**src/rtl/rgb_fader.sv**
```systemverilog
// Ramps three 8-bit PWM levels toward a handshaken RGB target, one STEP every RAMP_DIV PWM periods.
// Optional build macro RGB_FADER_RETARGET_EN keeps tgt_ready high during a ramp so targets can be replaced.
module rgb_fader #(
  parameter int RAMP_DIV = 4,
  parameter int STEP     = 1
) (
  input  logic       clk,
  input  logic       reset,
  input  logic [7:0] tgt_r,
  input  logic [7:0] tgt_g,
  input  logic [7:0] tgt_b,
  input  logic       tgt_valid,
  output logic       tgt_ready,
  output logic [7:0] level_r,
  output logic [7:0] level_g,
  output logic [7:0] level_b,
  output logic       busy,
  output logic       period_end,
  output logic       state_dbg
);

  // Handshake: a target triple transfers on any rising edge where tgt_valid && tgt_ready;
  // tgt_valid may be asserted at any time, tgt_ready never depends on tgt_valid.

  localparam int DW = (RAMP_DIV > 1) ? $clog2(RAMP_DIV) : 1;
  localparam logic [DW-1:0] DLAST = DW'(RAMP_DIV - 1);
  localparam logic [8:0] STEP9 = 9'(STEP);

  typedef enum logic {S_IDLE = 1'b0, S_RAMP = 1'b1} state_t;

  state_t        state, state_nxt;
  logic [7:0]    pcnt;
  logic [DW-1:0] dcnt;
  logic [7:0]    tr, tg, tb;
  logic [7:0]    lr, lg, lb;
  logic [7:0]    nr, ng, nb;
  logic [7:0]    ntr, ntg, ntb;
  logic          hs, step_ev;

  // Bounded move of cur toward tgt; 9-bit arithmetic so the clamp never wraps.
  function automatic logic [7:0] ramp_step(input logic [7:0] cur, input logic [7:0] tgt);
    logic [8:0] c9, t9, d9, r9;
    c9 = {1'b0, cur};
    t9 = {1'b0, tgt};
    d9 = '0;
    r9 = c9;
    if (c9 < t9) begin
      d9 = t9 - c9;
      r9 = c9 + ((d9 < STEP9) ? d9 : STEP9);
    end else if (c9 > t9) begin
      d9 = c9 - t9;
      r9 = c9 - ((d9 < STEP9) ? d9 : STEP9);
    end
    return r9[7:0];
  endfunction

  assign period_end = (pcnt == 8'hff);
  assign hs         = tgt_valid && tgt_ready;
  assign step_ev    = (state == S_RAMP) && period_end && (dcnt == DLAST);

  always_comb begin
    nr  = lr;
    ng  = lg;
    nb  = lb;
    ntr = tr;
    ntg = tg;
    ntb = tb;
    // A step always uses the targets held before this edge.
    if (step_ev) begin
      nr = ramp_step(lr, tr);
      ng = ramp_step(lg, tg);
      nb = ramp_step(lb, tb);
    end
    if (hs) begin
      ntr = tgt_r;
      ntg = tgt_g;
      ntb = tgt_b;
    end
  end

  // State register
  always_ff @(posedge clk) begin
    if (!reset) state <= S_IDLE;
    else        state <= state_nxt;
  end

  // Next-state logic
  always_comb begin
    state_nxt = state;
    case (state)
      S_IDLE: if (hs && ({tgt_r, tgt_g, tgt_b} != {lr, lg, lb})) state_nxt = S_RAMP;
      S_RAMP: if ({nr, ng, nb} == {ntr, ntg, ntb}) state_nxt = S_IDLE;
      default: state_nxt = S_IDLE;
    endcase
  end

  // Output logic
  always_comb begin
    busy      = reset && (state == S_RAMP);
`ifdef RGB_FADER_RETARGET_EN
    tgt_ready = reset;
`else
    tgt_ready = reset && (state == S_IDLE);
`endif
    state_dbg = state;
    level_r   = lr;
    level_g   = lg;
    level_b   = lb;
  end

  always_ff @(posedge clk) begin
    if (!reset) begin
      pcnt <= 8'd0;
      dcnt <= '0;
      tr   <= 8'd0;
      tg   <= 8'd0;
      tb   <= 8'd0;
      lr   <= 8'd0;
      lg   <= 8'd0;
      lb   <= 8'd0;
    end else begin
      pcnt <= pcnt + 8'd1;
      tr   <= ntr;
      tg   <= ntg;
      tb   <= ntb;
      lr   <= nr;
      lg   <= ng;
      lb   <= nb;
      // A retarget inside RAMP leaves dcnt alone so the step cadence is kept.
      if (state == S_IDLE && state_nxt == S_RAMP) dcnt <= '0;
      else if (state == S_RAMP && period_end)     dcnt <= step_ev ? '0 : dcnt + DW'(1);
    end
  end

endmodule

```
**config.mk**
```make
export PLATFORM = sky130hd
export DESIGN_NAME = rgb_fader
export DESIGN_NICKNAME = d
export VERILOG_FILES = /design/src/rtl/rgb_fader.sv
export SDC_FILE = /design/constraint.sdc
export NUM_CORES = 1
export LEC_CHECK = 0
export BUFFER_PORTS_ARGS = -buffer_cell sky130_fd_sc_hd__clkbuf_2
export CORE_ASPECT_RATIO = 0.9
export CORE_MARGIN = 2
export CORE_UTILIZATION = 60
export CTS_CLUSTER_DIAMETER = 30
export CTS_CLUSTER_SIZE = 14
export DETAILED_ROUTE_END_ITERATION = 6
export PLACE_DENSITY = 0.79
export SLEW_MARGIN = 20
export SYNTH_ARGS = -nofsm -noshare
export SYNTH_HDL_FRONTEND = slang
export SYNTH_SLANG_ARGS = --single-unit
```
**constraint.sdc**
```tcl
create_clock -name clk -period 6.05 [get_ports clk]
set_input_delay 0.3025 -clock clk [delete_from_list [all_inputs] [get_ports clk]]
set_output_delay 0.3025 -clock clk [all_outputs]
set_load 0.05 [all_outputs]
```
* Word level (Yosys, flattened, before mapping) *
Cells that the tools add are included.

cells by class
  magnitude comparators = 12
  multiplexer cells = 22
  $add $sub $neg = 14
  eq/ne operators = 4
  reductions and logical operators = 8
  bitwise gates (word level) = 2

operators with widths
  cell                 count
  $mux 8               18
  $lt 9x1->1 const B   6
  $sub 8x8->9          6
  $add 8x8->8          3
  $eq 24x24->1         1
  $gt 8x8->1           3
  $lt 8x8->1           3
  $ne 24x24->1         1
  $sub 8x8->8          3
  $add 8x1->8 const B  1
  $eq 8x8->1 const B   1
  $logic_and 1x1->1    7
  $add 2x1->2 const B  1
  $eq 2x2->1 const B   1
  $mux 1               2
  $mux 2               1
  $not 1->1            2
  $pmux 1 s2           1
  $reduce_or 2->1      1

storage, ports and cells
  output and inout bits = 28
  input bits = 27
  bits in registers = 59
  word-level logic and storage cells = 71

* Logic depth before layout (Yosys ltp) *
  word-level depth = 12
  mapped depth = 24
  mapped depth without buffers = 23

* Worst setup path before layout *
OpenSTA, ideal clock, no wires.

  kind = register to register
  from = reg lr[1], in the netlist level_r[1]
  to = reg state, in the netlist state_dbg
  slack = 0.818 ns
  cell stages (with the launch flop) = 21
  required time = 5.910 ns
  arrival time = 5.092 ns
  setup time = 0.140 ns
  buffers on the path = 0
  period minus slack after synthesis = 5.232 ns
  cells stage by stage = dfxtp_1 inv_1 ha_1 nand3b_1 a21oi_1 or4_1 a2111oi_2 a31oi_1 fa_1 a211oi_1 o21bai_1 a21oi_1 xnor2_1 o21ai_0 a22o_1 a32oi_1 nand2_1 a2111oi_4 nand4_1 nor4_1 a41oi_1

on the way
  word-level cells in the longest chain between the ends = 10
  elaborated cells on any way between the ends = 19
  those cells by class = add/sub (4); order compare (4); eq/ne (2); mux (8); reduce/logical (1)

RTL lines
  element                 RTL line  source
  from (decl)             35        logic [7:0] lr, lg, lb;
  from (signal assigned)  126       lr <= nr;
  $sub 8x8->9             51        d9 = c9 - t9;
  $lt 9x1->1              52        r9 = c9 - ((d9 < STEP9) ? d9 : STEP9);
  $mux 8                  52
  $sub 8x8->8             52
  $mux 8                  50        end else if (c9 > t9) begin
  $mux 8                  47        if (c9 < t9) begin
  $mux 8                  69        if (step_ev) begin
  $eq 24x24->1            92        S_RAMP: if ({nr, ng, nb} == {ntr, ntg, ntb}) state_nxt = S_IDLE;
  $mux 1                  92
  $pmux 1 s2 *            90        case (state)
  to (signal assigned)    84        else state <= state_nxt;
  to (decl)               31        state_t state, state_nxt;

Mark *: on every way between the ends. The rest lies on a longest branch, timed or not.
A chain may end at the register's enable or synchronous reset.

* Final worst setup path *
  from = reg lr[6], in the netlist level_r[6]
  to = reg state, in the netlist state_dbg

The elaborated chain is that of the path after synthesis.

==> key figures <==
STA
  • Final TNS setup: 0 ns
  • Max Clock Freq: 180 MHz
  • Final period utilization: 0.917
  • Setup Skew: 0.00614 ns
  • Max-slew violations: 0
  • Worst Tran Pin Value: 1.01 ns
  • Fin crit period: 5.55 ns
  • Fin. Hold Viols: 0
  • Setup Viol. Count Final: 0
  • Final setup margin: 0.500 ns
  • RSZ-0062 raised after global routing: no
  • Max transition margin: 0.329

Yosys
  • Syn Area/Cell: 7.81 µm²
  • Post-synth top area cell: dfxtp_1
  • Synth warn: 0
  • Mapped cell area: 7500 µm²
  • Cells after synthesis: 960
  • Sequential share of the synthesized area: 0.157
  • Top cell type's share of synthesized area: 0.157
  • Post-synth ARST share: 0
  • Synth top area cells: dfxtp_1, ha_1, nor2_1, xnor2_1, a21oi_1
  • Ys flop type: dfxtp_1
  • Seq cells post-synth: 59
  • Library cells used by synthesis: 87
  • Number of synthesized flops with an enable pin: 0

Pwr
  • Ratio of total power to cell area: 167 nW/µm²
  • Peak supply drop: 0.123 mV
  • Post-route total power: 1.39 mW
  • Leak: 3.86 nW

Cells and area
  • # diodes: 0
  • Net count, final: 1166
  • Post-route insts no fill: 1204
  • Fin util: 0.685
  • Area delta synth->final: 10.7%
  • Filler cells: 1076
  • Layout cells sized above 1: 0.109

Floorplan
  • Starting Density: 0.619
  • Core ar.: 12100 µm²
  • Row Count: 38
  • Die footprint: 13400 µm²
  • Die width: 122 µm
  • Top Ports: 55
  • Die height: 110 µm

Critical path
  • CP Data Arrival Time: 5.74 ns
  • Critical path type: flip-flop to flip-flop
  • Worst r2r src: level_r[6]$_SDFF_PN0_
  • Worst setup path endpoint: state_dbg$_SDFF_PN0_
  • Worst EP required: 6.24 ns
  • Worst-path maximum fanout: 17
  • Critical Path Source: level_r[6]$_SDFF_PN0_
  • Worst reg2reg setup slack: 0.50 ns
  • CP Capture Type: flip-flop
  • Reg2reg path depth: 20
  • Worst setup SP type: flip-flop
  • Worst r2r dst: state_dbg$_SDFF_PN0_

Clock tree
  • Clock sinks: 59
  • CTS tree: done
  • CTS Hold Bufs: 0
  • Clk_lat worst skew: 0.33 ns
  • Reg clk slew, reported paths: 0.05 ns
  • Postcts setup bufs: 0
  • CTS buffer count: 9
  • Clock root buffer master: clkbuf_16
  • H-tree levels: 3
  • Resize count post-CTS: 0
  • Deepest clock path buffer count: 2

Drt
  • Vias per cell: 6.26
  • WL/cell: 18.4 µm
  • WL final: 22200 µm
  • First-pass iteration count of the detailed router: 5
  • Iteration-0 DRC count of the detailed router: 767
  • Antenna Nets Post-Route: 0
  • DRC violations left: 0
  • Vias post-DR: 7536

Place
  • Detail Placement HPWL: 17200 µm
  • Placer congestion estimate: 0.967
  • Dpl ws: 0.613 ns
  • Placed insts: 1190
  • I/O Buffers: 54

Global route
  • Vias in the first global route: 6850
  • Antenna violations before repair: 0
  • Global-route wire length before repair: 35100 µm
  • Largest net degree at the start of global routing: 30
  • Total track usage: 0.333
  • GR Overflow Total: 0

Run status
  • Outcome: completed

Worst hold path
  • Min-Delay Path Class: primary input to flip-flop

Flow run
  • MaxCap Viol Count: 0
==> layout by cell type, fill, tap and decap left out, types with 31 or more instances in the layout <==
cell type  count
dfxtp_1       59
nor2_1       110
xor2_1        33
conb_1        42
xnor2_1       46
ha_1          86
nand2_1       48
mux2i_1       31
o21ai_0       34
a21oi_1       69
inv_1         72
clkbuf_2      54
==> area by class of cell <==
class,count,area (µm²),share of cell area
repair buffers,63,338,0.0407
well taps,160,200,0.0241
clock inverters,2,35.0,0.00422
multi-input cells,836,6020,0.724
inverters,72,270,0.0325
clock buffers,12,267,0.0321
flip-flops and latches,59,1180,0.142
==> worst max-delay path, cell delays in order, from the launching register on <==
cell and delay, ns:
dfxtp_1 0.47, inv_1 0.13, ha_1 0.53, nand4_1 0.25, a21oi_1 0.08, or4_1 0.49, a2111oi_2 0.57, a31oi_1 0.17
fa_1 0.45, a211oi_1 0.35, o21bai_1 0.13, a21oi_1 0.20, xnor2_1 0.18, o21ai_0 0.13, a22o_1 0.27, a32oi_1 0.16
nand2_1 0.11, a2111oi_4 0.27, nand4_1 0.12, nor4_1 0.23, a41oi_1 0.13
==> per-layer routing <==
layer  share of wire  up-vias  GRT usage
met4           0.020        0     0.0706
met3           0.086       45     0.0535
met1            0.44     3513      0.459
li1                -     3626          -
met2            0.45      352      0.550
met5               0        -          0
==> state kept, by name (all words and copies together), names as in the netlist <==
name / cells
dcnt: 2
level_b: 8
level_g: 8
level_r: 8
pcnt: 8
state_dbg: 1
tb: 8
tg: 8
tr: 8
==> report_power, final <==
part	leakage, nW	internal [mW]	switching [mW]
logic	3.23	0.173	0.272
registers	0.478	0.400	0.0124
clock network	0.151	0.347	0.180
==> metrics by stage <==
step / hold slack (ns) / area, µm²
floorplan: 0.418 / 7650
global placement: 0.433 / 8010
detailed placement: 0.445 / 8010
CTS: 0.286 / 8310
global route: 0.320 / 8310
finish: 0.288 / 8310
==> worst min path at each step <==
| stage | from | to | slack, ns | cells after the start |
|---|---|---|---|---|
| floorplan | pcnt[0]$_SDFF_PN0_ | pcnt[0]$_SDFF_PN0_ | 0.42 | 1 |
| global placement | pcnt[0]$_SDFF_PN0_ | pcnt[0]$_SDFF_PN0_ | 0.43 | 1 |
| detailed placement | pcnt[0]$_SDFF_PN0_ | pcnt[0]$_SDFF_PN0_ | 0.44 | 1 |
| CTS | tgt_b[7] | tb[7]$_SDFF_PN0_ | 0.29 | 3 |
| global route | tgt_b[7] | tb[7]$_SDFF_PN0_ | 0.32 | 3 |
| finish | tgt_b[7] | tb[7]$_SDFF_PN0_ | 0.29 | 3 |
==> Yosys cell counts, types with 15 or more instances <==
cell type,count
mux2i_1,31
nand2_1,48
inv_1,72
xnor2_1,46
nor2_1,110
o21ai_0,34
nand3_1,27
clkbuf_1,21
a21oi_1,69
and2_1,17
nor4_1,15
ha_1,86
a21o_1,20
dfxtp_1,59
nand4_1,17
xor2_1,33
==> cells by family (layout without fill, tap and decap cells) <==
group / after synthesis / in the layout / synth area share
DFF: 59 / 59 / 0.157
xor gates and xnor gates: 79 / 79 / 0.0922
and+or+nand+nor: 316 / 316 / 0.212
AOI/OAI and AO/OA: 266 / 266 / 0.253
buffers and inverters: 105 / 149 / 0.0607
muxes: 35 / 35 / 0.0474
adders and majority gates: 98 / 98 / 0.175
other: 2 / 42 / 0.00100
No activity file was read; power rests on OpenSTA's default activity.
